## src/rtl/cp0_reg_pkg.sv

```systemverilog
// cp0_reg shared definitions: register numbers, exception codes,
// ExcCode values, Status/Cause bit positions and reset value.
package cp0_reg_pkg;

  typedef enum logic [4:0] {
    CP0_BADVADDR = 5'd8,
    CP0_COUNT    = 5'd9,
    CP0_COMPARE  = 5'd11,
    CP0_STATUS   = 5'd12,
    CP0_CAUSE    = 5'd13,
    CP0_EPC      = 5'd14
  } cp0_reg_e;

  localparam logic [31:0] ET_NONE = 32'h0;
  localparam logic [31:0] ET_INT  = 32'h1;
  localparam logic [31:0] ET_ADEL = 32'h4;
  localparam logic [31:0] ET_ADES = 32'h5;
  localparam logic [31:0] ET_SYS  = 32'h8;
  localparam logic [31:0] ET_BP   = 32'h9;
  localparam logic [31:0] ET_RI   = 32'ha;
  localparam logic [31:0] ET_OV   = 32'hc;
  localparam logic [31:0] ET_TR   = 32'hd;
  localparam logic [31:0] ET_ERET = 32'he;

  localparam logic [4:0] EXC_INT = 5'd0;

  localparam int ST_IE      = 0;
  localparam int ST_EXL     = 1;
  localparam int ST_BEV     = 22;
  localparam int CA_BD      = 31;
  localparam int CA_IP_HI   = 15;
  localparam int CA_IP_LO   = 10;
  localparam int CA_SW_HI   = 9;
  localparam int CA_SW_LO   = 8;
  localparam int CA_EXC_HI  = 6;
  localparam int CA_EXC_LO  = 2;

  localparam logic [31:0] ST_WMASK       = 32'h0000_FF03;
  localparam logic [31:0] ST_BEV_MASK    = 32'h0040_0000;
  localparam logic [31:0] CP0_STATUS_RST = 32'h0040_0000;

  typedef struct packed {
    logic       take;
    logic       eret;
    logic       ld_bad;
    logic [4:0] exccode;
  } exc_dec_t;

  function automatic exc_dec_t exc_decode(
    input logic [31:0] et
  );
    exc_dec_t d;
    d = '0;
    unique case (1'b1)
      (et == ET_INT): begin
        d.take    = 1'b1;
        d.exccode = EXC_INT;
      end
      (et == ET_ADEL),
      (et == ET_ADES): begin
        d.take    = 1'b1;
        d.ld_bad  = 1'b1;
        d.exccode = et[4:0];
      end
      (et == ET_SYS),
      (et == ET_BP),
      (et == ET_RI),
      (et == ET_OV),
      (et == ET_TR): begin
        d.take    = 1'b1;
        d.exccode = et[4:0];
      end
      (et == ET_ERET): begin
        d.eret = 1'b1;
      end
      default: ;
    endcase
    return d;
  endfunction

endpackage

```

## src/rtl/cp0_reg_if.sv

```systemverilog
// cp0_reg mtc0 write bus.
// Carries the WB-stage write enable, register number and data.
interface cp0_reg_if;
  logic        we;
  logic [4:0]  waddr;
  logic [31:0] wdata;

  modport master (
    output we,
    output waddr,
    output wdata
  );

  modport slave (
    input we,
    input waddr,
    input wdata
  );
endinterface

```

## src/rtl/cp0_timer.sv

```systemverilog
// cp0_reg timer: prescaler, Count, Compare, timer interrupt.
// Compare match logic exists only with CP0_TIMER_INT_EN defined.
module cp0_timer
  import cp0_reg_pkg::*;
#(
  parameter int COUNT_DIV = 2
) (
  input  logic        clk,
  input  logic        rst,
  cp0_reg_if.slave    wr,
  output logic [31:0] o_count,
  output logic [31:0] o_compare,
  output logic        o_timer_int
);

  localparam int PW =
    (COUNT_DIV > 1) ? $clog2(COUNT_DIV) : 1;

  logic [PW-1:0] r_pre;
  logic [31:0]   r_count;
  logic [31:0]   r_compare;
  logic          w_tick;
  logic          w_wr_count;
  logic          w_wr_cmp;

  assign w_tick     = (r_pre == PW'(COUNT_DIV - 1));
  assign w_wr_count = wr.we && (wr.waddr == CP0_COUNT);
  assign w_wr_cmp   = wr.we && (wr.waddr == CP0_COMPARE);

  // prescaler and Count; a Count write restarts the prescaler
  always_ff @(posedge clk or negedge rst) begin
    if (!rst) begin
      r_pre   <= '0;
      r_count <= '0;
    end else if (w_wr_count) begin
      r_pre   <= '0;
      r_count <= wr.wdata;
    end else begin
      r_pre <= w_tick ? '0 : r_pre + 1'b1;
      if (w_tick) r_count <= r_count + 32'd1;
    end
  end

  // Compare register
  always_ff @(posedge clk or negedge rst) begin
    if (!rst) r_compare <= '0;
    else if (w_wr_cmp) r_compare <= wr.wdata;
  end

`ifdef CP0_TIMER_INT_EN
  logic r_tint;

  // sticky match flag; a Compare write wins over a new match
  always_ff @(posedge clk or negedge rst) begin
    if (!rst) r_tint <= 1'b0;
    else if (w_wr_cmp) r_tint <= 1'b0;
    else if ((r_compare != '0) &&
             (r_count == r_compare))
      r_tint <= 1'b1;
  end

  assign o_timer_int = r_tint;
`else
  assign o_timer_int = 1'b0;
`endif

  assign o_count   = r_count;
  assign o_compare = r_compare;

endmodule

```

## src/rtl/cp0_reg.sv

```systemverilog
// cp0_reg: CP0 register file (Status/Cause/EPC/BadVAddr + timer).
// Optional macro CP0_TIMER_INT_EN enables the Count/Compare interrupt.
module cp0_reg
  import cp0_reg_pkg::*;
#(
  parameter int          COUNT_DIV  = 2,
  parameter logic [31:0] STATUS_RST = CP0_STATUS_RST
) (
  input  logic        clk,
  input  logic        rst,
  input  logic        we_i,
  input  logic [4:0]  waddr_i,
  input  logic [31:0] data_i,
  input  logic [4:0]  raddr_i,
  output logic [31:0] data_o,
  input  logic [5:0]  int_i,
  input  logic [31:0] excepttype_i,
  input  logic [31:0] current_inst_addr_i,
  input  logic        is_in_delayslot_i,
  input  logic [31:0] bad_addr_i,
  output logic [31:0] count_o,
  output logic [31:0] compare_o,
  output logic [31:0] status_o,
  output logic [31:0] cause_o,
  output logic [31:0] epc_o,
  output logic [31:0] badvaddr_o,
  output logic        timer_int_o
);

  cp0_reg_if u_wr_if ();

  assign u_wr_if.we    = we_i;
  assign u_wr_if.waddr = waddr_i;
  assign u_wr_if.wdata = data_i;

  logic [31:0] r_status;
  logic [31:0] r_cause;
  logic [31:0] r_epc;
  logic [31:0] r_badvaddr;

  logic [31:0] w_status_n;
  logic [31:0] w_cause_n;
  logic [31:0] w_epc_n;
  logic [31:0] w_bad_n;
  logic [31:0] w_count;
  logic [31:0] w_compare;
  logic        w_tint;
  exc_dec_t    w_exc;

  cp0_timer #(
    .COUNT_DIV (COUNT_DIV)
  ) u_timer (
    .clk         (clk),
    .rst         (rst),
    .wr          (u_wr_if.slave),
    .o_count     (w_count),
    .o_compare   (w_compare),
    .o_timer_int (w_tint)
  );

  assign w_exc = exc_decode(excepttype_i);

  // next state: mtc0 first, exception applied on top
  always_comb begin
    w_status_n = r_status;
    w_cause_n  = r_cause;
    w_epc_n    = r_epc;
    w_bad_n    = r_badvaddr;

    w_cause_n[CA_IP_HI:CA_IP_LO] =
      {int_i[5] | w_tint, int_i[4:0]};

    if (we_i) begin
      unique case (waddr_i)
        CP0_BADVADDR: w_bad_n = data_i;
        CP0_STATUS:
          w_status_n = (data_i & ST_WMASK) |
                       ST_BEV_MASK;
        CP0_CAUSE:
          w_cause_n[CA_SW_HI:CA_SW_LO] =
            data_i[CA_SW_HI:CA_SW_LO];
        CP0_EPC:      w_epc_n = data_i;
        default: ;
      endcase
    end

    if (w_exc.take) begin
      if (!w_status_n[ST_EXL]) begin
        w_epc_n = is_in_delayslot_i ?
          current_inst_addr_i - 32'd4 :
          current_inst_addr_i;
        w_cause_n[CA_BD] = is_in_delayslot_i;
      end
      w_status_n[ST_EXL] = 1'b1;
      w_cause_n[CA_EXC_HI:CA_EXC_LO] =
        w_exc.exccode;
      if (w_exc.ld_bad) w_bad_n = bad_addr_i;
    end else if (w_exc.eret) begin
      w_status_n[ST_EXL] = 1'b0;
    end
  end

  // architectural register state
  always_ff @(posedge clk or negedge rst) begin
    if (!rst) begin
      r_status   <= STATUS_RST;
      r_cause    <= '0;
      r_epc      <= '0;
      r_badvaddr <= '0;
    end else begin
      r_status   <= w_status_n;
      r_cause    <= w_cause_n;
      r_epc      <= w_epc_n;
      r_badvaddr <= w_bad_n;
    end
  end

  // mfc0 read mux; unmapped numbers read zero
  always_comb begin
    data_o = '0;
    unique case (raddr_i)
      CP0_BADVADDR: data_o = r_badvaddr;
      CP0_COUNT:    data_o = w_count;
      CP0_COMPARE:  data_o = w_compare;
      CP0_STATUS:   data_o = r_status;
      CP0_CAUSE:    data_o = r_cause;
      CP0_EPC:      data_o = r_epc;
      default: ;
    endcase
  end

  assign count_o     = w_count;
  assign compare_o   = w_compare;
  assign status_o    = r_status;
  assign cause_o     = r_cause;
  assign epc_o       = r_epc;
  assign badvaddr_o  = r_badvaddr;
  assign timer_int_o = w_tint;

endmodule

```

## config.mk

```make
export PLATFORM = sky130hd
export DESIGN_NAME = cp0_reg
export DESIGN_NICKNAME = d
export VERILOG_FILES = /design/src/rtl/cp0_reg_pkg.sv /design/src/rtl/cp0_reg_if.sv /design/src/rtl/cp0_timer.sv /design/src/rtl/cp0_reg.sv
export SDC_FILE = /design/constraint.sdc
export NUM_CORES = 1
export LEC_CHECK = 0
export CAP_MARGIN = 15
export CELL_PAD_IN_SITES_DETAIL_PLACEMENT = 1
export CELL_PAD_IN_SITES_GLOBAL_PLACEMENT = 2
export CORE_ASPECT_RATIO = 0.5
export CORE_MARGIN = 2
export CORE_UTILIZATION = 27
export DETAILED_ROUTE_END_ITERATION = 6
export PLACE_DENSITY = 0.92
export SETUP_SLACK_MARGIN = 0.3
export SYNTH_ARGS = -nofsm -noshare
export SYNTH_HDL_FRONTEND = slang
export SYNTH_SLANG_ARGS = --single-unit
```

## constraint.sdc

```tcl
create_clock -name clk -period 4.9 [get_ports clk]
set_input_delay 1.47 -clock clk [delete_from_list [all_inputs] [get_ports clk]]
set_output_delay 1.47 -clock clk [all_outputs]
set_load 0.1 [all_outputs]
```

==> results_dict.tcl <==
set metrics [dict create \
    grt_pass1_wl_um 59500 \
    pwr-share-clk_pct 20.3 \
    path_class "in -> out" \
    drc_errors 0 \
    crit_path_start "raddr_i[2]" \
    r2r_setup_slack_ns 2.26 \
    internal_power_w 0.00320 \
    report.power.total_w 0.00684 \
    die-area_mm2 0.0337 \
    synth-seq-cells 153 \
    endpoint "data_o[27]" \
    gp_congestion 0.897 \
    clkTransAtPathRegs_ns 0.06 \
    dpl.hpwl_um 29300 \
    vdd_drop_max_v 0.000252 \
    antenna_found_initial 2 \
    multiInputGateArea_mm2 0.00486 \
    path_cells "clkbuf_2 -> or3b_4 -> buf_6 -> nor2_4 -> buf_6 -> buf_8 -> buf_12 -> a22oi_1 -> nand2_4 -> buf_12" \
    synth_flop_cell "dfrtp_1" \
    max_freq_mhz 223 \
    drt_iter0_drc 653 \
    rsz0062_at_grt "no" \
    clockRootBuffer "clkbuf_16" \
    finClkSkew_ns 0.0103 \
    final_cells 1659 \
    grt.busiest_layer "met2" \
    comb_power_share_pct 51.7 \
    powerDensity_mw_per_mm2 486 \
    syn_inst 867 \
    yosysSeqAreaShare_pct 44.1 \
    drive_gt1_share_pct 18.0 \
    p_sw_w 0.00364 \
    area_growth_pct 61.9 \
    p_sw_share_pct 53.2 \
    io_buffers 331 \
    cts_buffers 17 \
    cts_hold_buffers 0 \
    wire_per_inst_um 24.4 \
    wl_um 40500 \
    r2r-end "u_timer.o_count[25]" \
    clock_latency_ns 0.45 \
    viasPerCell 5.19 \
    synth-edff-count 0 \
    grtUsageMet2_pct 43.1 \
    cts_max_level 4 \
    path_max_fanout 5 \
    ys_warn_count 0 \
    core_mm2 0.0317 \
    crit_slowest_cell "or3b_4" \
    synth_cell_types 48 \
    die_h_um 131 \
    maxCapViolCount 0 \
    grt_usage_pct 23.4 \
    fin_nets 1365 \
    worst_pin_slew_ns 1.19 \
    cts_sinks 153 \
    required_ns 3.43 \
    r2r_start "u_timer.o_count[2]" \
    grt_pass1_vias 9367 \
    die_w_um 258 \
    fin_crit_sh_pct 91.6 \
    max-slew-margin-rel_pct 20.2 \
    slew_viol_final 0 \
    grt.met3_usage_pct 3.92 \
    min-delay-start "u_timer.o_compare[27]" \
    whs_ns 0.522 \
    cp-end-kind "output pin" \
    final_common_cell "clkdlybuf4s50_1" \
    hold_viol_final 0 \
    num_rows 46 \
    vias 8610 \
    dp.cells 1611 \
    layout_common_cells "clkdlybuf4s50_1, dfrtp_1, mux2i_1" \
    start_util_pct 27.4 \
    p_leak_nw 5.98 \
    firstDrtPassIters 5 \
    crit_family "buffers and inverters" \
    r2r.worst_path.cells 5 \
    status "completed" \
    synthArstFlopShare_pct 100 \
    grt_util_met1_pct 26.9 \
    cp_num_cells 10 \
    clock_path_buffers 2 \
    ant_nets 0 \
    fin_crit_ns 4.49 \
    nFillCells 3457 \
    pwr-share-seq_pct 28.0 \
    cp-start-kind "input port" \
    grt_max_degree 90 \
    finalSetupViolCount 0 \
    ios 373 \
    hp-class "reg -> reg" \
    max_stage_delay_ns 0.43 \
    netlist_area_mm2 0.00868 \
    avgSynthCellArea_um2 10.0 \
    grt_overflow_total 0 \
    cts_tree "built" \
    arrival_ns 3.02 \
    cp_num_buf_inv 6 \
    seq_area_mm2 0.00383 \
]
## synth_stat cells, types with 3 or more instances
master	n	area share, %
o21ai_0	8	0.46
nor2_1	86	3.7
or4_1	7	0.61
nor3b_1	3	0.26
a22oi_1	62	5.4
nand4b_1	3	0.30
or3_1	3	0.22
a31oi_1	3	0.22
nor3_1	23	1.3
and3_1	3	0.22
mux2_1	9	1.2
buf_4	41	3.5
and2_1	3	0.22
buf_2	3	0.17
buf_1	5	0.22
nand2_1	46	2.0
nand3_1	21	1.2
inv_1	10	0.43
mux2i_1	92	11
nor4_1	17	1.2
xnor2_1	32	3.2
a21oi_1	71	4.1
clkbuf_1	39	1.7
nor4_2	3	0.43
mux2_2	41	5.3
xor2_1	26	2.6
dfrtp_1	153	44
nand3b_1	3	0.26
a222oi_1	9	1.0
nand4_1	18	1.3
## how the worst min path moves through the flow
stage | endpoint | slack [ns] | depth (start not counted)
detailed placement | u_timer.o_compare[27] | 0.52 | 1
CTS | u_timer.o_compare[27] | 0.53 | 1
finish | u_timer.o_compare[27] | 0.52 | 1
global route | u_timer.o_compare[16] | 0.55 | 1
floorplan | u_timer.r_pre | 0.74 | 3
global placement | u_timer.o_compare[7] | 0.50 | 1
## kinds of logic after synthesis
logic type	after synthesis	synth area share, %
flip-flops	153	44.1
other	2	0.0865
buffers and inverters	99	6.18
AO/OA/AOI/OAI	159	11.8
XOR/XNOR	58	5.85
adder cells (fa/ha/maj)	2	0.288
multiplexers	142	17.1
AND/OR/NAND/NOR	252	14.6
## metal layers
metal | wire length (µm) | up-vias
met4 | 1540 | 0
met1 | 15700 | 4476
li1 | - | 3774
met3 | 1630 | 93
met5 | 0 | -
met2 | 21600 | 267
## registers in the layout, summed over array words and instances, names as in the netlist
signal             cells
status_o              10
u_timer.o_count       32
u_timer.r_pre          1
badvaddr_o            32
cause_o               14
epc_o                 32
u_timer.o_compare     32
## worst reg2reg max path, delay by kind of cell (launching register included)
family	cells	cell delay (ns)
xor+xnor	1	0.19
simple gates	3	1.70
flops	1	0.52
compound gates	1	0.08
## power by group through the flow
stage / registers, W / logic [W] / clock network (W)
after floorplan: 0.00369 / 0.000678 / 0
after global placement: 0.00189 / 0.00347 / 0
after detailed placement: 0.00191 / 0.00351 / 0
after CTS: 0.00190 / 0.00354 / 0.00141
after global routing: 0.00194 / 0.00363 / 0.00145
final: 0.00191 / 0.00354 / 0.00139
## layout make-up
cell class	count	area share [%]
diodes	2	0.0356
clock buffers	20	3.32
clock inverters	9	0.881
inverters	10	0.267
multi-input cells	654	34.6
flip-flops and latches	153	27.2
well taps	432	3.85
repair buffers	379	29.8
## metrics by stage
stage	setup TNS, ns	utilization [%]	instance area [µm²]	setup WS [ns]
4_1_cts	0	44.3	14000	0.305
3_5_place_dp	-0.318	41.4	13100	-0.0512
5_1_grt	0	44.4	14100	0.356
3_3_place_gp	-3.72	41.4	13100	-0.303
6_report	0	44.4	14100	0.411
2_1_floorplan	0	-	9090	0.259
## repair_timing
item / CTS / global route
endpoints found under the setup margin: 32 / 32
gates resized for setup: 40 / 12
pin swaps: 16 / 7
buffers inserted: 12 / 1
gates cloned: 4 / 0
Power figures use the tool's default switching activity.
